## src/rtl/bcd_seg_display.sv

```systemverilog
// Binary-to-seven-segment display controller. A multi-cycle double-dabble engine converts a
// WIDTH-bit value into DIGITS BCD digits. The result is then formatted into segment glyphs
// with sign, leading-zero blanking and overflow indication.
module bcd_seg_display #(
  parameter int unsigned WIDTH      = 16,
  parameter int unsigned DIGITS     = 4,
  parameter int unsigned ACTIVE_LOW = 1,
  parameter int unsigned BLANK_LZ   = 1
) (
  input  logic                  clk,
  input  logic                  rst,
  input  logic                  load,
  input  logic [WIDTH-1:0]      data,
  input  logic                  signed_mode,
  input  logic                  disp_en,
  output logic                  busy,
  output logic                  done,
  output logic                  overflow,
  output logic                  neg,
  output logic [7*DIGITS-1:0]   seg
);

  localparam int unsigned BcdW = 4 * DIGITS;
  localparam int unsigned CntW = $clog2(WIDTH + 1);

  // Active-high glyphs, bit order {g,f,e,d,c,b,a}
  localparam logic [6:0] GlyphDash  = 7'b1000000;
  localparam logic [6:0] GlyphBlank = 7'b0000000;

  typedef enum logic [1:0] {StIdle, StConv, StFmt} state_e;

  state_e                state_q, state_d;
  logic [WIDTH-1:0]      mag_q, mag_d;
  logic [BcdW-1:0]       bcd_q, bcd_d;
  logic [BcdW-1:0]       bcd_adj;
  logic                  ovf_q, ovf_d;
  logic                  sign_q, sign_d;
  logic [CntW-1:0]       cnt_q, cnt_d;
  logic [7*DIGITS-1:0]   disp_q, disp_d;
  logic                  overflow_q, overflow_d;
  logic                  neg_q, neg_d;
  logic                  done_q, done_d;
  logic                  en_q;
  logic                  fmt_ovf;
  logic [7*DIGITS-1:0]   fmt_disp;
  logic [7*DIGITS-1:0]   lit;

  function automatic logic [6:0] glyph(input logic [3:0] d);
    case (d)
      4'd0:    glyph = 7'b0111111;
      4'd1:    glyph = 7'b0000110;
      4'd2:    glyph = 7'b1011011;
      4'd3:    glyph = 7'b1001111;
      4'd4:    glyph = 7'b1100110;
      4'd5:    glyph = 7'b1101101;
      4'd6:    glyph = 7'b1111101;
      4'd7:    glyph = 7'b0000111;
      4'd8:    glyph = 7'b1111111;
      4'd9:    glyph = 7'b1101111;
      default: glyph = GlyphBlank;
    endcase
  endfunction

  // Add-3 correction on every nibble that is 5 or more, ahead of the shift
  always_comb begin
    bcd_adj = bcd_q;
    for (int unsigned i = 0; i < DIGITS; i++) begin
      if (bcd_q[4*i +: 4] >= 4'd5) begin
        bcd_adj[4*i +: 4] = bcd_q[4*i +: 4] + 4'd3;
      end
    end
  end

  // Format the finished BCD value into glyphs; a negative value needs a spare digit for '-'
  always_comb begin
    int unsigned msd;
    msd = 0;
    for (int unsigned i = 0; i < DIGITS; i++) begin
      if (bcd_q[4*i +: 4] != 4'd0) msd = i;
    end
    fmt_ovf  = ovf_q | (sign_q & (msd == DIGITS - 1));
    fmt_disp = '0;
    for (int unsigned i = 0; i < DIGITS; i++) begin
      if (fmt_ovf) begin
        fmt_disp[7*i +: 7] = GlyphDash;
      end else if (i <= msd) begin
        fmt_disp[7*i +: 7] = glyph(bcd_q[4*i +: 4]);
      end else if (sign_q && (i == msd + 1)) begin
        fmt_disp[7*i +: 7] = GlyphDash;
      end else if (BLANK_LZ != 0) begin
        fmt_disp[7*i +: 7] = GlyphBlank;
      end else begin
        fmt_disp[7*i +: 7] = glyph(4'd0);
      end
    end
  end

  // Next-state logic for the capture / convert / format sequence
  always_comb begin
    state_d    = state_q;
    mag_d      = mag_q;
    bcd_d      = bcd_q;
    ovf_d      = ovf_q;
    sign_d     = sign_q;
    cnt_d      = cnt_q;
    disp_d     = disp_q;
    overflow_d = overflow_q;
    neg_d      = neg_q;
    done_d     = 1'b0;
    unique case (state_q)
      StIdle: begin
        if (load) begin
          sign_d  = signed_mode & data[WIDTH-1];
          mag_d   = sign_d ? (~data + WIDTH'(1)) : data;
          bcd_d   = '0;
          ovf_d   = 1'b0;
          cnt_d   = '0;
          state_d = StConv;
        end
      end
      StConv: begin
        {bcd_d, mag_d} = {bcd_adj[BcdW-2:0], mag_q, 1'b0};
        // A carry out of the top nibble means the value needs more digits than we have
        ovf_d = ovf_q | bcd_adj[BcdW-1];
        cnt_d = cnt_q + CntW'(1);
        if (cnt_q == CntW'(WIDTH - 1)) state_d = StFmt;
      end
      StFmt: begin
        disp_d     = fmt_disp;
        overflow_d = fmt_ovf;
        neg_d      = sign_q & ~fmt_ovf;
        done_d     = 1'b1;
        state_d    = StIdle;
      end
      default: state_d = StIdle;
    endcase
  end

  // State and datapath registers with synchronous reset
  always_ff @(posedge clk) begin
    if (rst) begin
      state_q    <= StIdle;
      mag_q      <= '0;
      bcd_q      <= '0;
      ovf_q      <= 1'b0;
      sign_q     <= 1'b0;
      cnt_q      <= '0;
      disp_q     <= '0;
      overflow_q <= 1'b0;
      neg_q      <= 1'b0;
      done_q     <= 1'b0;
      en_q       <= 1'b0;
    end else begin
      state_q    <= state_d;
      mag_q      <= mag_d;
      bcd_q      <= bcd_d;
      ovf_q      <= ovf_d;
      sign_q     <= sign_d;
      cnt_q      <= cnt_d;
      disp_q     <= disp_d;
      overflow_q <= overflow_d;
      neg_q      <= neg_d;
      done_q     <= done_d;
      en_q       <= disp_en;
    end
  end

  // Output gating and board polarity
  always_comb begin
    lit = en_q ? disp_q : '0;
    seg = (ACTIVE_LOW != 0) ? ~lit : lit;
  end

  assign busy     = (state_q != StIdle);
  assign done     = done_q;
  assign overflow = overflow_q;
  assign neg      = neg_q;

endmodule

```

## config.mk

```make
export PLATFORM = sky130hd
export DESIGN_NAME = bcd_seg_display
export DESIGN_NICKNAME = d
export VERILOG_FILES = /design/src/rtl/bcd_seg_display.sv
export SDC_FILE = /design/constraint.sdc
export NUM_CORES = 1
export LEC_CHECK = 0
export BUFFER_PORTS_ARGS = -buffer_cell sky130_fd_sc_hd__clkbuf_2
export CAP_MARGIN = 10
export CORE_UTILIZATION = 40
export CTS_BUF_LIST = sky130_fd_sc_hd__clkbuf_8
export DETAILED_ROUTE_END_ITERATION = 8
export RECOVER_POWER = 25
export SLEW_MARGIN = 20
export SYNTH_ARGS = -nofsm -noshare
export SYNTH_HDL_FRONTEND = slang
export SYNTH_SLANG_ARGS = --single-unit
export TNS_END_PERCENT = 5
```

## constraint.sdc

```tcl
create_clock -name clk -period 7.1 [get_ports clk]
set_input_delay 1.42 -clock clk [delete_from_list [all_inputs] [get_ports clk]]
set_output_delay 1.42 -clock clk [all_outputs]
set_load 0.05 [all_outputs]
```

==> impl_metrics.json <==
{
  "cellLeakagePower_nw": 2.24,
  "critPathSlowestCell": "clkbuf_1",
  "synth_fp_nets": 689,
  "yosysWarnings": 0,
  "synth_top_cell_area_share": 0.376,
  "rows": 41,
  "synth.area.mux_share": 0.0105,
  "cts_max_level": 3,
  "grt_use_met2": 0.294,
  "fin_skew_ns": 0.0113,
  "antenna_found_initial": 0,
  "fp.dieH_um": 118,
  "first_pass_iters": 5,
  "clock_latency_ns": 0.37,
  "rsz0062_at_grt": "false",
  "crit_fanout": 50,
  "globalplace.congestion": 0.850,
  "hold_buffers": 0,
  "cp_common_cell": "clkbuf_1",
  "numCtsBuffers": 9,
  "internal-power_uw": 791,
  "path_delay_family": "buffers and inverters",
  "hold_ws_ns": 0.446,
  "p_per_area_mw_per_mm2": 177,
  "cts_resized": 0,
  "vias": 4556,
  "cts_buffer_depth": 2,
  "synth-compound-area-share": 0.253,
  "cts_root_buf": "clkbuf_8",
  "final_nets": 711,
  "ys_seq_elements": 101,
  "design.core.area_mm2": 0.0129,
  "start_util": 0.417,
  "n_antenna_cell": 0,
  "syn_to_final_growth_pct": 9.19,
  "hold_path.class": "reg2reg",
  "die_w_um": 118,
  "period_needed_ns": 4.69,
  "avgSynthCellArea_um2": 8.50,
  "utilization": 0.456,
  "finalWirelength_mm": 12.3,
  "cp-start-kind": "input pin",
  "drt-initial-drc-count": 258,
  "drv_cap": 1,
  "preCtsSetupSlack_ns": 3.24,
  "met3_usage": 0.0305,
  "hpwl_mm": 8.62,
  "drc": 0,
  "violations": "max-capacitance violations, max-slew violations",
  "worst_ep_required_time_ns": 7.39,
  "hold_viol_final": 0,
  "worstPathCellList": "clkbuf_1, clkbuf_1, a21oi_1, ha_1, a22oi_1, o211ai_1, o31ai_1",
  "power_frac_clock": 0.367,
  "grtUsageMet1": 0.240,
  "period_share": 0.661,
  "grt_pass1_wl_mm": 20.5,
  "max_freq_ghz": 0.213,
  "clk_transition_reported_paths_ns": 0.09,
  "async_flop_share": 0,
  "first_global_vias": 4227,
  "routed_via_density": 5.49,
  "power_frac_seq": 0.564,
  "cts_num_sinks": 101,
  "end_kind": "register",
  "yosys.area.top_type": "dfxtp_1",
  "status": "finished with violations",
  "synth_fa_ha_area_frac": 0.0838,
  "grtUsageTotal": 0.180,
  "p_comb_frac": 0.070,
  "max_slew.worst_pin.slew_ns": 2.07,
  "yosys.area_share.simple": 0.189,
  "grt_max_degree": 51,
  "drive_above_1_share": 0.126,
  "synth_seq_area_share": 0.376,
  "synth_area_leaders": "dfxtp_1 (38%), ha_1 (8.4%), nor2_1 (5.2%), a21oi_1 (4.2%), a22oi_1 (4.2%)",
  "criticalPathCategory": "in2reg",
  "max_stage_delay_ns": 1.45,
  "synthXorXnorAreaFrac": 0.0244,
  "cp.arrival_ns": 4.98,
  "setup_violations": 0,
  "p_sw_uw": 249,
  "synth_cells": 632,
  "postRouteAntennaNets": 0,
  "gr-total-overflow": 0,
  "drv_slew": 51,
  "synth-main-ff-cell": "dfxtp_1",
  "critPathBufInv": 2,
  "dieArea_mm2": 0.0139,
  "swShare": 0.239,
  "yosysUniqueCellTypes": 78,
  "cts_tree": "yes",
  "synth_edf_count": 0,
  "gr-max-usage-layer": "met2",
  "vdd_drop_max_mv": 0.118,
  "pin_count": 53,
  "synth_top_family_by_area": "compound AO/OA/AOI/OAI gates",
  "syn_area_mm2": 0.00538,
  "cts_setup_buffers": 0,
  "numPortBuffers": 52,
  "fin_ws_ns": 2.41,
  "max-slew-margin-rel": -0.380,
  "wire_per_inst_um": 14.8,
  "fin_tns_setup_ns": 0
}
cell families after synthesis:
group	after synthesis
adder cells (fa/ha/maj)	36
AO/OA/AOI/OAI	191
flip-flops	101
multiplexers	5
XOR/XNOR	15
AND/OR/NAND/NOR	204
buffers and inverters	80
cell usage in the layout (no fill, tap or decap), drive strengths merged, types with 7 or more instances in the layout:
cell,instances
nand3,7
a21oi,45
clkbuf,65
a31oi,9
a22oi,30
o221ai,10
nor2,75
o21ai,29
nand2,56
and3,7
a211oi,7
dfxtp,101
ha,36
nand2b,10
inv,36
xnor2,10
final cells by class:
| class | count | area, um^2 |
|---|---|---|
| clock buffer | 12 | 165 |
| inverter | 36 | 135 |
| clock inverter | 3 | 43.8 |
| fill | 1264 | 7010 |
| tap | 172 | 215 |
| timing repair buffer | 55 | 274 |
| multi-input combinational | 451 | 3010 |
| sequential | 101 | 2020 |
routing by layer:
metal | vias up | wire [um]
li1 | 2305 | -
met1 | 2160 | 6100
met2 | 83 | 5620
met3 | 8 | 424
met4 | 0 | 118
met5 | - | 0
synth_stat cells (all sizes together), types with 9 or more instances:
cell type	number
a21oi	45
a22oi	30
a31oi	9
buf	20
clkbuf	24
dfxtp	101
ha	36
inv	36
nand2	56
nand2b	10
nor2	75
o21ai	29
o221ai	10
xnor2	10
final timing paths:
check	slack, ns	start	cells after the start	endpoint
hold / removal	0.45	register	2	disp_q[6]
hold reg to reg	0.45	register	2	disp_q[6]
setup reg to reg	3.60	state_q[0]	9	register
setup / recovery	2.41	rst	7	register
tightest hold or removal path, cell delays in order (launching register included):
cell and delay [ns]:
dfxtp_1 0.31, inv_1 0.04, a21oi_1 0.05
power by group through the flow:
stage               Clock (mW)  Combinational [mW]  Sequential (mW)
floorplan                    0              0.0574            0.593
global placement             0              0.0710            0.599
CTS                      0.392              0.0732            0.586
detailed placement           0              0.0729            0.599
global route             0.412              0.0807            0.588
finish                   0.381              0.0724            0.586
per-stage QoR:
stage / instances / power [mW] / area (um^2)
finish: 830 / 1.04 / 5870
floorplan: 632 / 0.650 / 5380
global placement: 815 / 0.670 / 5670
CTS: 830 / 1.05 / 5880
global route: 830 / 1.08 / 5870
detailed placement: 815 / 0.672 / 5670
Power figures use the tool's default switching activity.
